===== config.mk =====
export PLATFORM = sky130hd
export DESIGN_NAME = uart_rx_word
export DESIGN_NICKNAME = d
export VERILOG_FILES = /design/src/rtl/uart_pkg.sv /design/src/rtl/uart_rx_word_if.sv /design/src/rtl/uart_rx_byte.sv /design/src/rtl/uart_rx_word.sv
export SDC_FILE = /design/constraint.sdc
export NUM_CORES = 1
export LEC_CHECK = 0
export BUFFER_PORTS_ARGS = -buffer_cell sky130_fd_sc_hd__buf_2
export CAP_MARGIN = 0
export CORE_MARGIN = 2
export CORE_UTILIZATION = 61
export DETAILED_ROUTE_END_ITERATION = 10
export PLACE_DENSITY = 0.81
export SLEW_MARGIN = 20
export SYNTH_ARGS = -nofsm -noshare
export SYNTH_HDL_FRONTEND = slang
export SYNTH_SLANG_ARGS = --single-unit

===== constraint.sdc =====
create_clock -name clk -period 4.6 [get_ports clk]
set_input_delay 0 -clock clk [delete_from_list [all_inputs] [get_ports clk]]
set_output_delay 0 -clock clk [all_outputs]
set_load 0.1 [all_outputs]

===== src/rtl/uart_pkg.sv =====
// Shared types and constants for the 12-bit sample word UART receiver.
// Bit-level and word-level FSM encodings plus the byte tag values.
package uart_pkg;

  localparam logic [1:0] TAG_HI = 2'b10;
  localparam logic [1:0] TAG_LO = 2'b00;

  typedef enum logic [2:0] {
    B_IDLE,
    B_START,
    B_DATA,
    B_STOP,
    B_BREAK
  } bit_st_e;

  typedef enum logic {
    W_HI,
    W_LO
  } word_st_e;

  function automatic int unsigned clks_per_bit(
    input int unsigned f,
    input int unsigned b
  );
    return f / b;
  endfunction

endpackage


===== src/rtl/uart_rx_word_if.sv =====
// Byte stream from the bit FSM to the word FSM.
// master = byte receiver, slave = consumer.
interface uart_rx_word_if;

  logic [7:0] byte_out;
  logic       byte_valid;
  logic       frame_err;
  logic       busy;

  modport master (
    output byte_out,
    output byte_valid,
    output frame_err,
    output busy
  );

  modport slave (
    input byte_out,
    input byte_valid,
    input frame_err,
    input busy
  );

endinterface


===== src/rtl/uart_rx_byte.sv =====
// 8N1 byte receiver: 2-flop synchroniser plus mid-bit sampling FSM.
// A stop bit sampled low parks the FSM in BREAK until the line idles.
module uart_rx_byte
  import uart_pkg::*;
#(
  parameter int unsigned CPB = 868
) (
  input  logic            clk,
  input  logic            rst_n,
  input  logic            rxd_i,
  uart_rx_word_if.master  rx_o
);

  localparam int unsigned   CW   = $clog2(CPB);
  localparam logic [CW-1:0] FULL = CW'(CPB - 1);
  localparam logic [CW-1:0] HALF = CW'(CPB / 2 - 1);
  localparam logic [CW-1:0] ONE  = CW'(1);

  logic          rxd_m_q;
  logic          rxd_s_q;
  bit_st_e       st_q;
  logic [CW-1:0] cnt_q;
  logic [2:0]    idx_q;
  logic [7:0]    sh_q;
  logic [7:0]    byte_q;
  logic          bv_q;
  logic          fe_q;

  always_ff @(posedge clk or negedge rst_n) begin
    if (!rst_n) begin
      rxd_m_q <= 1'b1;
      rxd_s_q <= 1'b1;
    end else begin
      rxd_m_q <= rxd_i;
      rxd_s_q <= rxd_m_q;
    end
  end

  always_ff @(posedge clk or negedge rst_n) begin
    if (!rst_n) begin
      st_q   <= B_IDLE;
      cnt_q  <= '0;
      idx_q  <= '0;
      sh_q   <= '0;
      byte_q <= '0;
      bv_q   <= 1'b0;
      fe_q   <= 1'b0;
    end else begin
      bv_q  <= 1'b0;
      fe_q  <= 1'b0;
      cnt_q <= cnt_q + ONE;
      unique case (st_q)
        B_IDLE: begin
          cnt_q <= '0;
          if (!rxd_s_q) st_q <= B_START;
        end
        B_START: begin
          if (cnt_q == HALF) begin
            cnt_q <= '0;
            idx_q <= '0;
            st_q  <= rxd_s_q ? B_IDLE : B_DATA;
          end
        end
        B_DATA: begin
          if (cnt_q == FULL) begin
            cnt_q <= '0;
            sh_q  <= {rxd_s_q, sh_q[7:1]};
            idx_q <= idx_q + 3'd1;
            if (idx_q == 3'd7) st_q <= B_STOP;
          end
        end
        B_STOP: begin
          if (cnt_q == FULL) begin
            cnt_q <= '0;
            if (rxd_s_q) begin
              byte_q <= sh_q;
              bv_q   <= 1'b1;
              st_q   <= B_IDLE;
            end else begin
              fe_q <= 1'b1;
              st_q <= B_BREAK;
            end
          end
        end
        B_BREAK: begin
          cnt_q <= '0;
          if (rxd_s_q) st_q <= B_IDLE;
        end
        default: st_q <= B_IDLE;
      endcase
    end
  end

  assign rx_o.byte_out   = byte_q;
  assign rx_o.byte_valid = bv_q;
  assign rx_o.frame_err  = fe_q;
  assign rx_o.busy       = (st_q != B_IDLE);

endmodule


===== src/rtl/uart_rx_word.sv =====
// Serial sample receiver: pairs tagged high/low bytes into 12-bit words.
// High byte = {10, d[11:6]}, low byte = {00, d[5:0]}.
module uart_rx_word
  import uart_pkg::*;
#(
  parameter int unsigned CLK_FREQ = 100_000_000,
  parameter int unsigned BAUD     = 115200,
  parameter int unsigned DATA_W   = 12
) (
  input  logic              clk,
  input  logic              reset,
  input  logic              uart_rxd,
  output logic [7:0]        byte_out,
  output logic              byte_valid,
  output logic [DATA_W-1:0] data_out,
  output logic              data_valid,
  output logic              frame_err,
  output logic              sync_err,
  output logic              busy
);

  localparam int unsigned CPB = clks_per_bit(CLK_FREQ, BAUD);

  uart_rx_word_if rx_if ();

  uart_rx_byte #(
    .CPB (CPB)
  ) u_byte (
    .clk   (clk),
    .rst_n (reset),
    .rxd_i (uart_rxd),
    .rx_o  (rx_if)
  );

  word_st_e          ws_q;
  logic [5:0]        hi6_q;
  logic [DATA_W-1:0] data_q;
  logic              dv_q;
  logic              se_q;

  logic [7:0] b;
  logic       tag_bad;
  logic       tag_hi;
  logic       tag_lo;

  assign b       = rx_if.byte_out;
  assign tag_bad = b[6];
  assign tag_hi  = (b[7:6] == TAG_HI);
  assign tag_lo  = (b[7:6] == TAG_LO);

  always_ff @(posedge clk or negedge reset) begin
    if (!reset) begin
      ws_q   <= W_HI;
      hi6_q  <= '0;
      data_q <= '0;
      dv_q   <= 1'b0;
      se_q   <= 1'b0;
    end else begin
      dv_q <= 1'b0;
      se_q <= 1'b0;
      if (rx_if.frame_err) begin
        ws_q <= W_HI;
      end else if (rx_if.byte_valid) begin
        unique case (1'b1)
          tag_bad: begin
            se_q <= 1'b1;
            ws_q <= W_HI;
          end
          // a second high byte resyncs onto the newer half
          tag_hi: begin
            hi6_q <= b[5:0];
            se_q  <= (ws_q == W_LO);
            ws_q  <= W_LO;
          end
          tag_lo: begin
            if (ws_q == W_LO) begin
              data_q <= {hi6_q, b[5:0]};
              dv_q   <= 1'b1;
              ws_q   <= W_HI;
            end else begin
              se_q <= 1'b1;
            end
          end
          default: ;
        endcase
      end
    end
  end

  assign byte_out   = rx_if.byte_out;
  assign byte_valid = rx_if.byte_valid;
  assign frame_err  = rx_if.frame_err;
  assign busy       = rx_if.busy;
  assign data_out   = data_q;
  assign data_valid = dv_q;
  assign sync_err   = se_q;

endmodule


* Word-level counts from Yosys, hierarchy flattened *
Cells that the tools add are included.

storage, ports and cells
  register bits after elaboration = 57
  latch bits = 0
  RAM bits = 0
  bits in read-only memories = 0
  input port bits = 3
  memories = 0

operators by class
  add/sub/neg operators = 2
  multipliers = 0
  divide/modulo/power cells = 0
  order comparisons = 0
  equal/unequal tests = 14
  shift-type cells = 0
  mux-type cells = 32
  bitwise gates (word level) = 1
  reductions and logical operators = 16

operators with widths
  kind                                                                      count
  10-bit one-hot mux with 3 select lines                                    1
  3-bit two-way mux                                                         9
  10-bit two-way mux                                                        2
  1-bit two-way mux                                                         15
  3-bit one-hot mux with 5 select lines                                     1
  10-bit by 1-bit adder with 10-bit output (second input constant)          1
  10-bit == test (second input constant)                                    1
  10-bit by 9-bit == test with 1-bit output (second input constant)         1
  2-bit by 1-bit inequality test with 1-bit output (second input constant)  5
  3-bit AND reduction                                                       3
  3-bit by 2-bit == test with 1-bit output (second input constant)          2
  3-bit == test (second input constant)                                     2
  3-bit one-hot mux with 2 select lines                                     1
  6-bit AND reduction                                                       1
  3-bit nonzero test                                                        2
  2-bit OR reduction                                                        3
  2-bit AND reduction                                                       2
  4-bit AND reduction                                                       1
  2-bit nonzero test                                                        2
  3-bit by 1-bit adder with 3-bit output (second input constant)            1
  3-bit by 1-bit == test with 1-bit output (second input constant)          1
  3-bit zero test                                                           1
  1-bit one-hot mux with 3 select lines                                     1
  2-bit == test (second input constant)                                     1
  5 further kinds                                                           5

* Longest topological paths before layout *
  word-level depth = 5
  mapped depth = 6
  depth with buffers taken out = 6

* By module *
Synthesis repeated with hierarchy kept, for this count alone.

second synthesis, totals
  cells, all modules = 176
  area, all modules = 2524.9 um2

modules (own cells, without submodules)
  module        times used  cells each  area an instance (um2)
  uart_rx_byte  1           126         1677.9
  uart_rx_word  1           50          847.1

* Least setup slack after synthesis *
OpenSTA, ideal clock, no wires.

  path kind = register -> register
  start = register u_byte.bv_q, in the netlist u_byte.rx_o.byte_valid
  end = register data_q[3], in the netlist data_out[3]
  setup time = 126 ps
  arrival time = 2133 ps
  setup slack = 2341 ps
  stages on the path, launching flop included = 6
  buffers on the path = 2
  clock period less this slack = 2259 ps
  cells stage by stage = dfrtp_1 > nand2b_4 > or4b_4 > buf_6 > buf_12 > mux2_4

on the way
  word-level cells in the longest chain between the ends = 1

ends and longest elaborated chain
  what                                  RTL line            source
  from (decl)                           uart_rx_byte.sv:26  logic bv_q;
  from (signal assigned)                uart_rx_byte.sv:46  bv_q <= 1'b0;
  from (signal assigned)                uart_rx_byte.sv:49  bv_q <= 1'b0;
  from (signal assigned)                uart_rx_byte.sv:77  bv_q <= 1'b1;
  4-bit AND reduction (no source line)  -
  to (signal assigned)                  uart_rx_word.sv:77  data_q <= {hi6_q, b[5:0]};
  to (decl)                             uart_rx_word.sv:37  logic [DATA_W-1:0] data_q;

No other way between the ends.
A chain may end at the register's enable or synchronous reset.

* Final worst setup path *
  start = register u_byte.cnt_q[0]
  end = register u_byte.sh_q[7]

on the way
  word-level cells in the longest chain between the ends = 2

ends and longest elaborated chain
  what                                  RTL line            source
  from (decl)                           uart_rx_byte.sv:22  logic [CW-1:0] cnt_q;
  from (signal assigned)                uart_rx_byte.sv:51  cnt_q <= cnt_q + ONE;
  10-bit == test                        uart_rx_byte.sv:65  if (cnt_q == FULL) begin
  2-bit AND reduction (no source line)  -
  to (signal assigned)                  uart_rx_byte.sv:67  sh_q <= {rxd_s_q, sh_q[7:1]};
  to (decl)                             uart_rx_byte.sv:24  logic [7:0] sh_q;

No other way between the ends.

==> results_tabular.tex <==
\begin{tabular}{lr}
\hline
Metric & Value \\
\hline
\multicolumn{2}{l}{\textbf{Worst setup path}} \\
\quad Slowest cell on crit path & sky130\_fd\_sc\_hd\_\_nor2\_1 \\
\quad Critical path class & reg -> reg \\
\quad R2R Path Start & u\_byte.cnt\_q[0] \\
\quad Register-to-register setup slack & 2.21 ns \\
\quad Top Family by Delay on Critical Path & simple AND/OR/NAND/NOR gates \\
\quad Maximum fanout count along the critical path & 11 \\
\quad Nature of the critical path endpoint & flip-flop \\
\quad Startpoint kind of the worst setup timing path & flip-flop \\
\quad Endpoint of the lowest-slack register-to-register path & u\_byte.sh\_q[7] \\
\quad Number of buffer and inverter stages on the critical path & 0 \\
\quad CP arrival & roughly 2.6 ns \\
\quad R2R depth & 5 \\
\quad Required time of the worst setup path & $\sim$4.8 ns \\
\quad Crit path largest cell delay & 0.70 ns \\
\quad Ordered cell list for the critical path & ha\_1, and4bb\_2, nand3\_1, nor2\_1, mux2\_2 \\
\multicolumn{2}{l}{\textbf{CTS}} \\
\quad Clock root cell & sky130\_fd\_sc\_hd\_\_clkbuf\_8 \\
\quad Clk slew on worst S/H paths & 0.06 ns \\
\quad Number of buffers added by the clock tree synthesis step & 9 \\
\quad Clock tree buffer depth & 2 \\
\quad CTS tree & yes \\
\quad Skew-Pair Late Insertion Delay & 0.34 ns \\
\quad Setup fix buffers added after clock tree synthesis & 0 \\
\quad H-tree lvl count & 3 \\
\quad Sink Count & 57 \\
\multicolumn{2}{l}{\textbf{Logic synthesis}} \\
\quad Syn Nets & 183 \\
\quad Post-synthesis async set-or-reset flop share & 100.0\% \\
\quad Post-synthesis sequential area ratio & 58.47\% \\
\quad Mapped Avg Cell Area & 13.88 sq um \\
\quad Distinct cell type count of the synthesized netlist & 40 \\
\quad Count of synthesis-stage warnings from yosys & 0 \\
\quad EDFF count, synth & 0 \\
\quad Prevailing post-synth register cell & sky130\_fd\_sc\_hd\_\_dfrtp\_1 \\
\quad Post-synthesis instance area & between 2000 and 2500 sq um \\
\quad Synth Instances & roughly 180 \\
\quad Post-synthesis sequential element count & 57 \\
\multicolumn{2}{l}{\textbf{Die}} \\
\quad Number of primary I/O pins & 28 \\
\quad Initial core utilization & 62.44\% \\
\quad Die outline height & between 60 and 70 um \\
\quad FP Rows & 23 \\
\quad Core Footprint & 3914 sq um \\
\quad Width of the die & 67.29 um \\
\quad Full die area & around 4500 sq um \\
\multicolumn{2}{l}{\textbf{Cells and area}} \\
\quad Relative area change from synthesis to final layout & 16.64\% \\
\quad FF/Latch Area & 1429 sq um \\
\quad Diodes inserted & 0 \\
\quad Most used cells in the layout excluding fill and tap cells & 55 x sky130\_fd\_sc\_hd\_\_dfrtp\_1, 27 x sky130\_fd\_sc\_hd\_\_buf\_2, 26 x sky130\_fd\_sc\_hd\_\_mux2\_2 \\
\quad Fillers & about 280 \\
\quad Final std cells w/o fill & 267 \\
\quad Layout Nets & 219 \\
\quad Share of final-layout standard cells stronger than drive strength 1 & 41.01\% \\
\quad Most common cell after layout, fill and taps aside & sky130\_fd\_sc\_hd\_\_dfrtp\_1 \\
\quad Area of the multi-input gates & 952.2 sq um \\
\multicolumn{2}{l}{\textbf{Detailed routing}} \\
\quad Number of DRC violations after detailed routing & 0 \\
\quad Per-cell routed wire length & 16.35 um \\
\quad Detailed-routing iteration count for the pre-antenna-repair pass & 4 \\
\quad Vias after detailed routing & 1500 \\
\quad Number of DRC violations after detailed-routing iteration 0 & 81 \\
\quad Post-DR vias/cell & 5.618 \\
\quad Number of routed nets with antenna violations & 0 \\
\quad Routed wire length & 4365 um \\
\multicolumn{2}{l}{\textbf{STA}} \\
\quad Worst hold slack & a little over 0.3 ns \\
\quad Pin slew with the least headroom to its limit & 0.8239 ns \\
\quad Portion of the clock cycle consumed by the worst path in the final layout & about 52\% \\
\quad Post-layout min period & 2.394 ns \\
\quad Total setup violations reported at the end of the flow & 0 \\
\quad Pins over their slew limit & 0 \\
\quad Final-report hold violation count & 0 \\
\quad Minimum setup slack in the final design & 2.206 ns \\
\quad Setup total negative slack & 0 ns \\
\quad Clock Skews & just under 0.009 ns \\
\quad F\_max & 417.8 MHz \\
\quad Setup repair after global routing missed its margin & no \\
\quad Worst slew margin relative to its limit & approximately 45\% \\
\multicolumn{2}{l}{\textbf{Power and ir drop}} \\
\quad Power density of the placed cells & $\sim$370 nW/um\^{}2 \\
\quad Leakage power of the design & 1.475 nW \\
\quad Worst ir drop on vdd & 0.2903 mV \\
\multicolumn{2}{l}{\textbf{Hold path}} \\
\quad Worst min path class & in -> reg \\
\quad Min-Delay Path Depth & 2 \\
\quad Worst min-delay path startpoint & uart\_rxd \\
\quad WHS Endpoint & u\_byte.rxd\_m\_q \\
\multicolumn{2}{l}{\textbf{Placement}} \\
\quad Number of cells after detailed placement & 249 \\
\quad Port buffer count & 27 \\
\quad Routability cong. & 0.8280 \\
\quad Worst setup slack after placement & 2.266 ns \\
\quad Post-detailed-placement half-perimeter wirelength & between 2000 and 3000 um \\
\multicolumn{2}{l}{\textbf{Global routing}} \\
\quad Global routing usage summed across all routing layers & 21.73\% \\
\quad Initial antenna violation count & 0 \\
\quad First-pass GRT wire length & between 6000 and 7000 um \\
\quad Global-route congestion overflow total & 0 \\
\quad Largest net degree at the start of global routing & 58 \\
\quad Via count of the first global-routing pass & $\sim$1500 \\
\multicolumn{2}{l}{\textbf{Run}} \\
\quad Number of max-capacitance violations reported & 0 \\
\multicolumn{2}{l}{\textbf{Status}} \\
\quad Result of the run & completed \\
\hline
\end{tabular}
## cell usage after synthesis (2+ instances only)
cell type | number | area (sq um)
sky130_fd_sc_hd__a21oi_1 | 3 | 15.01
sky130_fd_sc_hd__inv_1 | 4 | 15.01
sky130_fd_sc_hd__xnor2_1 | 4 | 35.03
sky130_fd_sc_hd__nand4_1 | 3 | 18.77
sky130_fd_sc_hd__mux2_4 | 9 | 135.1
sky130_fd_sc_hd__dfrtp_1 | 55 | 1376
sky130_fd_sc_hd__ha_1 | 4 | 50.05
sky130_fd_sc_hd__dfstp_2 | 2 | 52.55
sky130_fd_sc_hd__mux2_2 | 26 | 292.8
sky130_fd_sc_hd__nand3_1 | 10 | 50.05
sky130_fd_sc_hd__xor2_1 | 5 | 43.79
sky130_fd_sc_hd__or3_1 | 2 | 12.51
sky130_fd_sc_hd__nor2_1 | 16 | 60.06
sky130_fd_sc_hd__a22o_1 | 2 | 17.52
sky130_fd_sc_hd__nor3b_1 | 2 | 15.01
sky130_fd_sc_hd__nand2_1 | 5 | 18.77
## cell type report
| class | count | area share, % |
|---|---|---|
| clock buffer | 11 | 5.312 |
| clock inverter | 5 | 2.722 |
| inverter | 4 | 0.5268 |
| multi-input combinational | 110 | 33.41 |
| sequential | 57 | 50.13 |
| tap | 50 | 2.195 |
| timing repair buffer | 30 | 5.707 |
## metrics by stage
stage / power (mW) / utilization (%) / cell area [sq um]
floorplan: 0.5132 / - / 2444
global placement: 0.5240 / 66.46 / 2601
detailed placement: 0.5245 / 66.46 / 2601
CTS: 1.052 / 72.83 / 2850
global route: 1.073 / 72.83 / 2850
finish: 1.041 / 72.83 / 2850
## report_power, final
part	leakage, nW	switching [mW]	internal (mW)
registers	0.775	0.00106	0.503
clock network	0.115	0.193	0.332
logic	0.585	0.00967	0.00243
## cell families (layout without fill, tap and decap cells)
kind of cell,count (synthesis),after routing,share of synthesized area (%)
AOI/OAI and AO/OA,11,11,3.533
xor gates and xnor gates,9,9,3.226
adders and majority gates,4,4,2.048
buffers and inverters,9,50,2.560
DFF,57,57,58.47
muxes,35,35,17.51
and+or+nand+nor,51,51,12.65
## state kept, by name (all words and copies together) (netlist names)
register,cells
u_byte.sh_q,8
u_byte.rx_o.byte_valid,1
u_byte.cnt_q,10
sync_err,1
data_out,12
u_byte.rx_o.byte_out,8
data_valid,1
u_byte.st_q,3
u_byte.idx_q,3
hi6_q,6
u_byte.rxd_s_q,1
u_byte.rxd_m_q,1
u_byte.rx_o.frame_err,1
ws_q,1
## worst max-delay path by stage
stage	start	to	slack, ns	depth (start not counted)
3_5_place_dp	u_byte.cnt_q[0]	u_byte.sh_q[6]	2.27	5
5_1_grt	u_byte.cnt_q[0]	u_byte.sh_q[6]	2.05	5
2_1_floorplan	u_byte.rx_o.byte_valid	data_out[3]	2.34	5
3_3_place_gp	u_byte.cnt_q[0]	u_byte.sh_q[4]	2.38	5
6_report	u_byte.cnt_q[0]	u_byte.sh_q[7]	2.21	5
4_1_cts	u_byte.cnt_q[0]	u_byte.sh_q[7]	2.21	5
## worst reg2reg max path, cell delays in order (launching register included)
cell	delay (ns)
sky130_fd_sc_hd__dfrtp_1	0.41
sky130_fd_sc_hd__ha_1	0.23
sky130_fd_sc_hd__and4bb_2	0.32
sky130_fd_sc_hd__nand3_1	0.20
sky130_fd_sc_hd__nor2_1	0.70
sky130_fd_sc_hd__mux2_2	0.42
## timing repair
| item | CTS | global route |
|---|---|---|
| setup endpoints to repair | 0 | 0 |
| resized for setup | 0 | 0 |
| hold endpoints to repair | 56 | 0 |
| hold buffers | 2 | 0 |
## metal layers
layer | track usage [%] | vias to the layer above | wire length (um)
met5 | 0 | - | 0
met4 | 9.949 | 0 | 84
met3 | 7.500 | 9 | 195
met2 | 33.04 | 39 | 2178
met1 | 28.22 | 752 | 1905
li1 | - | 700 | -
Power figures use the tool's default switching activity.
